--- src/rtl/fb_sched_pkg.sv ---
// Shared types and constants for the frame-buffer port scheduler.
package fb_sched_pkg;

  localparam int DATA_W_DEF    = 4;
  localparam int ERR_SCAN_DROP = 0;
  localparam int ERR_WR_OVER   = 1;

  typedef enum logic [2:0] {
    CMD_IDLE,
    CMD_RST_RD,
    CMD_READ,
    CMD_RST_WR,
    CMD_WRITE
  } cmd_e;

endpackage

--- src/rtl/fb_pixel_fifo.sv ---
// Small synchronous FIFO buffering compute-core pixels ahead of the memory port.
module fb_pixel_fifo #(
  parameter int DATA_W     = 4,
  parameter int FIFO_DEPTH = 4
) (
  input  logic              clk,
  input  logic              rst_n,
  input  logic              push,
  input  logic [DATA_W-1:0] push_data,
  input  logic              pop,
  output logic [DATA_W-1:0] head,
  output logic              full,
  output logic              empty
);

  localparam int AW = $clog2(FIFO_DEPTH);

  logic [DATA_W-1:0] mem [FIFO_DEPTH];
  logic [AW:0]       wr_ptr;
  logic [AW:0]       rd_ptr;
  logic              do_push;
  logic              do_pop;

  // Extra pointer MSB distinguishes full from empty when the indices match.
  assign empty   = (wr_ptr == rd_ptr);
  assign full    = (wr_ptr[AW] != rd_ptr[AW]) && (wr_ptr[AW-1:0] == rd_ptr[AW-1:0]);
  assign do_push = push && !full;
  assign do_pop  = pop && !empty;
  assign head    = mem[rd_ptr[AW-1:0]];

  always_ff @(posedge clk) begin
    if (do_push) mem[wr_ptr[AW-1:0]] <= push_data;
  end

  always_ff @(posedge clk or negedge rst_n) begin
    if (!rst_n) begin
      wr_ptr <= '0;
      rd_ptr <= '0;
    end else begin
      if (do_push) wr_ptr <= wr_ptr + 1'b1;
      if (do_pop)  rd_ptr <= rd_ptr + 1'b1;
    end
  end

endmodule

--- src/rtl/fb_port_scheduler.sv ---
// Arbitrates the single pixel-stream memory port between the compute core (writes)
// and VGA scanout (reads); one registered command per cycle.
//
// command    | meaning
// CMD_RST_RD | rewind memory read pointer (scanout vsync)
// CMD_READ   | fetch next pixel for scanout
// CMD_RST_WR | rewind memory write pointer once the FIFO has drained
// CMD_WRITE  | pop FIFO head to memory (discarded past end of frame)
// CMD_IDLE   | nothing to do
module fb_port_scheduler
  import fb_sched_pkg::*;
#(
  parameter int DATA_W       = DATA_W_DEF,
  parameter int FIFO_DEPTH   = 4,
  parameter int FRAME_PIXELS = 4800,
  parameter int MEM_RD_LAT   = 2
) (
  input  logic              clk,
  input  logic              rst_n,
  input  logic              frame_start,
  input  logic              px_valid,
  input  logic [DATA_W-1:0] px_data,
  output logic              px_ready,
  input  logic              scan_frame,
  input  logic              scan_req,
  output logic [DATA_W-1:0] scan_data,
  output logic              scan_valid,
  input  logic [DATA_W-1:0] mem_rdata,
  output logic              mem_read,
  output logic              mem_reset_read_ptr,
  output logic              mem_write,
  output logic              mem_reset_write_ptr,
  output logic [DATA_W-1:0] mem_wdata,
  output logic              frame_done,
  output logic [1:0]        err_flags
);

  localparam int WC_W = $clog2(FRAME_PIXELS + 1);
  localparam logic [WC_W-1:0] WC_FULL = WC_W'(FRAME_PIXELS);

  cmd_e                  cmd_sel;
  logic                  rd_rst_pending;
  logic                  rd_rst_pending_nxt;
  logic [1:0]            rd_pending;
  logic [1:0]            rd_pending_nxt;
  logic                  scan_drop;
  logic                  wr_rst_pending;
  logic [WC_W-1:0]       wr_count;
  logic [MEM_RD_LAT-1:0] rd_pipe;
  logic                  fifo_full;
  logic                  fifo_empty;
  logic [DATA_W-1:0]     fifo_head;
  logic                  fifo_push;
  logic                  fifo_pop;
  logic                  frame_full;
  logic                  read_issue;
  logic                  wr_strobe;
  logic                  wr_discard;

  assign px_ready   = !fifo_full && !wr_rst_pending;
  assign fifo_push  = px_valid && px_ready;
  assign fifo_pop   = (cmd_sel == CMD_WRITE);
  assign frame_full = (wr_count == WC_FULL);
  assign read_issue = (cmd_sel == CMD_READ);
  assign wr_strobe  = fifo_pop && !frame_full;
  assign wr_discard = fifo_pop && frame_full;

  fb_pixel_fifo #(
    .DATA_W    (DATA_W),
    .FIFO_DEPTH(FIFO_DEPTH)
  ) u_fifo (
    .clk      (clk),
    .rst_n    (rst_n),
    .push     (fifo_push),
    .push_data(px_data),
    .pop      (fifo_pop),
    .head     (fifo_head),
    .full     (fifo_full),
    .empty    (fifo_empty)
  );

  always_comb begin
    cmd_sel = CMD_IDLE;
    if (rd_rst_pending)                   cmd_sel = CMD_RST_RD;
    else if (rd_pending != 2'd0)          cmd_sel = CMD_READ;
    else if (wr_rst_pending && fifo_empty) cmd_sel = CMD_RST_WR;
    else if (!fifo_empty)                 cmd_sel = CMD_WRITE;
  end

  // A scan_frame while a rewind is still pending is merged into it: requests
  // counted since the first pulse are already post-rewind and are kept.
  always_comb begin
    rd_rst_pending_nxt = rd_rst_pending;
    rd_pending_nxt     = rd_pending;
    scan_drop          = 1'b0;
    if (cmd_sel == CMD_RST_RD) rd_rst_pending_nxt = 1'b0;
    if (scan_frame)            rd_rst_pending_nxt = 1'b1;
    if (scan_frame && !rd_rst_pending) begin
      rd_pending_nxt = {1'b0, scan_req};
    end else if (scan_req && !read_issue) begin
      if (rd_pending == 2'd3) scan_drop = 1'b1;
      else                    rd_pending_nxt = rd_pending + 2'd1;
    end else if (!scan_req && read_issue) begin
      rd_pending_nxt = rd_pending - 2'd1;
    end
  end

  always_ff @(posedge clk or negedge rst_n) begin
    if (!rst_n) begin
      mem_read            <= 1'b0;
      mem_reset_read_ptr  <= 1'b0;
      mem_write           <= 1'b0;
      mem_reset_write_ptr <= 1'b0;
      mem_wdata           <= '0;
      rd_rst_pending      <= 1'b0;
      rd_pending          <= 2'd0;
      wr_rst_pending      <= 1'b0;
      wr_count            <= '0;
      frame_done          <= 1'b0;
      err_flags           <= 2'b00;
      rd_pipe             <= '0;
      scan_valid          <= 1'b0;
      scan_data           <= '0;
    end else begin
      mem_reset_read_ptr  <= (cmd_sel == CMD_RST_RD);
      mem_read            <= read_issue;
      mem_reset_write_ptr <= (cmd_sel == CMD_RST_WR);
      mem_write           <= wr_strobe;
      if (wr_strobe) mem_wdata <= fifo_head;

      rd_rst_pending <= rd_rst_pending_nxt;
      rd_pending     <= rd_pending_nxt;

      if (frame_start)                 wr_rst_pending <= 1'b1;
      else if (cmd_sel == CMD_RST_WR)  wr_rst_pending <= 1'b0;

      if (cmd_sel == CMD_RST_WR) begin
        wr_count   <= '0;
        frame_done <= 1'b0;
      end else begin
        if (wr_strobe) wr_count <= wr_count + 1'b1;
        frame_done <= frame_full;
      end

      if (scan_drop)  err_flags[ERR_SCAN_DROP] <= 1'b1;
      if (wr_discard) err_flags[ERR_WR_OVER]   <= 1'b1;

      // Pipe is fed from the registered strobe so latency counts from mem_read.
      rd_pipe[0] <= mem_read;
      for (int i = 1; i < MEM_RD_LAT; i++) rd_pipe[i] <= rd_pipe[i-1];
      scan_valid <= rd_pipe[MEM_RD_LAT-1];
      if (rd_pipe[MEM_RD_LAT-1]) scan_data <= mem_rdata;
    end
  end

endmodule

--- config.mk ---
export PLATFORM = sky130hd
export DESIGN_NAME = fb_port_scheduler
export DESIGN_NICKNAME = d
export VERILOG_FILES = /design/src/rtl/fb_sched_pkg.sv /design/src/rtl/fb_pixel_fifo.sv /design/src/rtl/fb_port_scheduler.sv
export SDC_FILE = /design/constraint.sdc
export NUM_CORES = 1
export LEC_CHECK = 0
export ABC_CLOCK_PERIOD_IN_PS = 2200
export CAP_MARGIN = 20
export CELL_PAD_IN_SITES_DETAIL_PLACEMENT = 2
export CELL_PAD_IN_SITES_GLOBAL_PLACEMENT = 2
export CORE_AREA = 10 10 94 104
export DETAILED_ROUTE_END_ITERATION = 8
export DIE_AREA = 0 0 104 114
export PLACE_DENSITY_LB_ADDON = 0.08
export SLEW_MARGIN = 40
export SYNTH_ARGS = -nofsm -noshare
export SYNTH_HDL_FRONTEND = slang
export SYNTH_SLANG_ARGS = --single-unit
--- constraint.sdc ---
create_clock -name clk -period 2.2 [get_ports clk]
set_input_delay 0.44 -clock clk [delete_from_list [all_inputs] [get_ports clk]]
set_output_delay 0.44 -clock clk [all_outputs]
set_load 0.02 [all_outputs]
==> results.tsv <==
metric	value	unit
outcome	finished, final reports clean	
total power	0.003969	W
Longest Clk Path Bufs	2	
share of cells above drive strength 1	0.2295	
cell row count	34	
most frequent cells in the layout	41 x dfrtp_1, 28 x clkdlybuf4s50_1, 16 x nand2_1, 16 x edfxtp_1, 14 x buf_4	
Critical Path Source	u_fifo.wr_ptr[0]	
vias in the first global route	1973	
unrepaired setup endpoints after global routing	false	
initial antenna violation count	0	
power density over cell area	1212	nW/um2
Final Hold Vio Count	0	
max cap viols	0	
GR Util All Layers	0.1132	
die area	11860	um2
Nets	260	
sequential area share after synthesis	0.5899	
post-synth cell types	47	
Routed Antenna Nets	0	
total number of vias	1734	
Root Buffer	clkbuf_8	
Simple-Gate Fraction of Synth Area	0.1259	
Die W	104	um
CTS tree	done	
mapped cell area	2554	um2
multiplexer share of the synthesized area	0.08819	
DRC errors left	0	
R2R Setup Slk	0.17	ns
average size of a mapped cell	13.23	um2
Core Area	7742	um2
Synth Register Bits	57	
routed wire length	6.309	mm
worst setup path endpoint	px_ready	
Net Count, Synth	214	
fmax	486.0	MHz
# diodes	0	
IO Pins	31	
EDFF count, synth	16	
kind of critical path	flop to output port	
Pleak	1.360	nW
Synth Flop Type	dfrtp_1	
TritonRoute pass-1 iters	4	
Fin Setup TNS	0	ns
PortBufs	30	
main combinational cell family by area after synthesis	simple AND/OR/NAND/NOR gates	
Synth async-reset ratio	0.7193	
clock-pin slew on the worst setup and hold paths	0.07	ns
worst-path maximum fanout	5	
CTS Buf Count	9	
# fillers	818	
reg2reg start	wr_count[1]	
most common cell after layout, fill and taps aside	dfrtp_1	
clock sink total	57	
depth of the CTS H-tree	3	
Tightest Pin Transition	0.5706	ns
worst hold path type	input pin to async pin	
Post-Synth Adder-Cell Area	0.03430	
Place WS	0.04098	ns
worst vdd ir	0.0004825	V
final count of pins violating max slew	0	
Worst EP required	1.76	ns
Setup-failing EPs final	0	
setup ws final	0.1422	ns
initial DRC count	32	
slew margin rel.	0.6196	
worst r2r path cells	7	
minimum clock period	2.058	ns
Avg WL per Cell	17.92	um
dpl hpwl	4.638	mm
initial core utilization	0.3298	
Compound-Gate Fraction of Synth Area	0.08966	
worst hold slack	0.08370	ns
multi-input logic area	977.2	um2
die height	114	um
GPL Wtd Cong	0.7467	
Critical R2R Capture	wr_count[1]	
routed vias/inst	4.926	
CP arrival	1.62	ns
Reg area	1506	um2
Area Overhead vs Synth	28.27	%
worst skew pair latency	0.34	ns
cells after synthesis	193	
largest net degree at the start of global routing	25	
global-route wire length before repair	10.57	mm
grt total ovfl	0	
CP Launch Type	flop	
Yosys warning total	0	
crit share post-route	0.9354	
clk_skew	0.006444	ns
post-synthesis xor/xnor area fraction	0.03773	
Worst Setup End Kind	output port	
Final Core Density	0.4231	
## per-layer routing
metal | global-route usage | part of all wire
met5 | 0 | 0
met3 | 0.02820 | 0.028
met4 | 0.05850 | 0.016
met1 | 0.1289 | 0.43
met2 | 0.1937 | 0.53
## Yosys cell counts (4+ instances only)
library cell | number | area share
dfrtp_1 | 41 | 0.40
edfxtp_1 | 16 | 0.19
nand2_1 | 16 | 0.024
inv_1 | 9 | 0.013
o31ai_1 | 8 | 0.024
a21oi_1 | 7 | 0.014
ha_1 | 7 | 0.034
or4_1 | 7 | 0.021
xnor2_1 | 7 | 0.024
and2_1 | 4 | 0.0098
buf_2 | 4 | 0.0078
mux2_2 | 4 | 0.018
mux2_4 | 4 | 0.024
mux4_2 | 4 | 0.035
nand3_1 | 4 | 0.0078
o211ai_1 | 4 | 0.012
o21ai_0 | 4 | 0.0078
xor2_1 | 4 | 0.014
## cell type report
cell class              instances  share of cell area
clock inverters                 6             0.02024
inverters                       9             0.01031
flip-flops and latches         57              0.4599
repair buffers                 45              0.1280
well taps                     108             0.04125
multi-input cells             117              0.2983
clock buffers                  10             0.04202
## stage by stage
stage,area [um2],instances
5_1_grt,3276,352
3_3_place_gp,3053,335
3_5_place_dp,3053,335
2_1_floorplan,2554,193
4_1_cts,3263,351
6_report,3276,352
## report_power, final
group | internal [W] | leakage, nW | total (W) | switching, W
registers | 0.00132 | 0.659 | 0.00153 | 0.000207
logic | 0.000696 | 0.606 | 0.00142 | 0.000728
clock network | 0.000555 | 0.0949 | 0.00101 | 0.000460
## sequential cells by signal, indices dropped and copies added (netlist names), 2 cells and up
name           cells
rd_pending         2
rd_pipe            2
wr_count          13
u_fifo.wr_ptr      3
err_flags          2
u_fifo.rd_ptr      3
scan_data          4
mem_wdata          4
u_fifo.mem        16
## cells by family (layout without fill, tap and decap cells)
group | Yosys count | count (layout)
xor gates and xnor gates | 11 | 11
AOI/OAI and AO/OA | 32 | 32
adders and majority gates | 7 | 7
muxes | 15 | 15
and+or+nand+nor | 52 | 52
buffers and inverters | 19 | 70
DFF | 57 | 57
## repair_timing
action | 4_1_cts | 5_1_grt
gates resized for setup | 2 | 1
hold endpoints to repair | 0 | 0
endpoints found under the setup margin | 1 | 6
hold buffers | 0 | 0
setup buffers | 0 | 1
## worst max-delay path: stages (launching register included)
cell and delay [ns]:
dfrtp_1 0.44, xnor2_1 0.34, a31oi_1 0.15, dlygate4sd2_1 0.35
## worst min-delay path by stage
stage | endpoint | from | slack, ns | cells past startpoint
after floorplan | err_flags[0] | rst_n | 0.14 | 0
after global placement | rd_pipe[1] | rd_pipe[0] | 0.33 | 0
after detailed placement | rd_pipe[1] | rd_pipe[0] | 0.35 | 0
after CTS | mem_wdata[2] | rst_n | 0.1 | 1
after global routing | mem_wdata[2] | rst_n | 0.13 | 1
final | mem_write | rst_n | 0.08 | 1
Power figures use the tool's default switching activity.
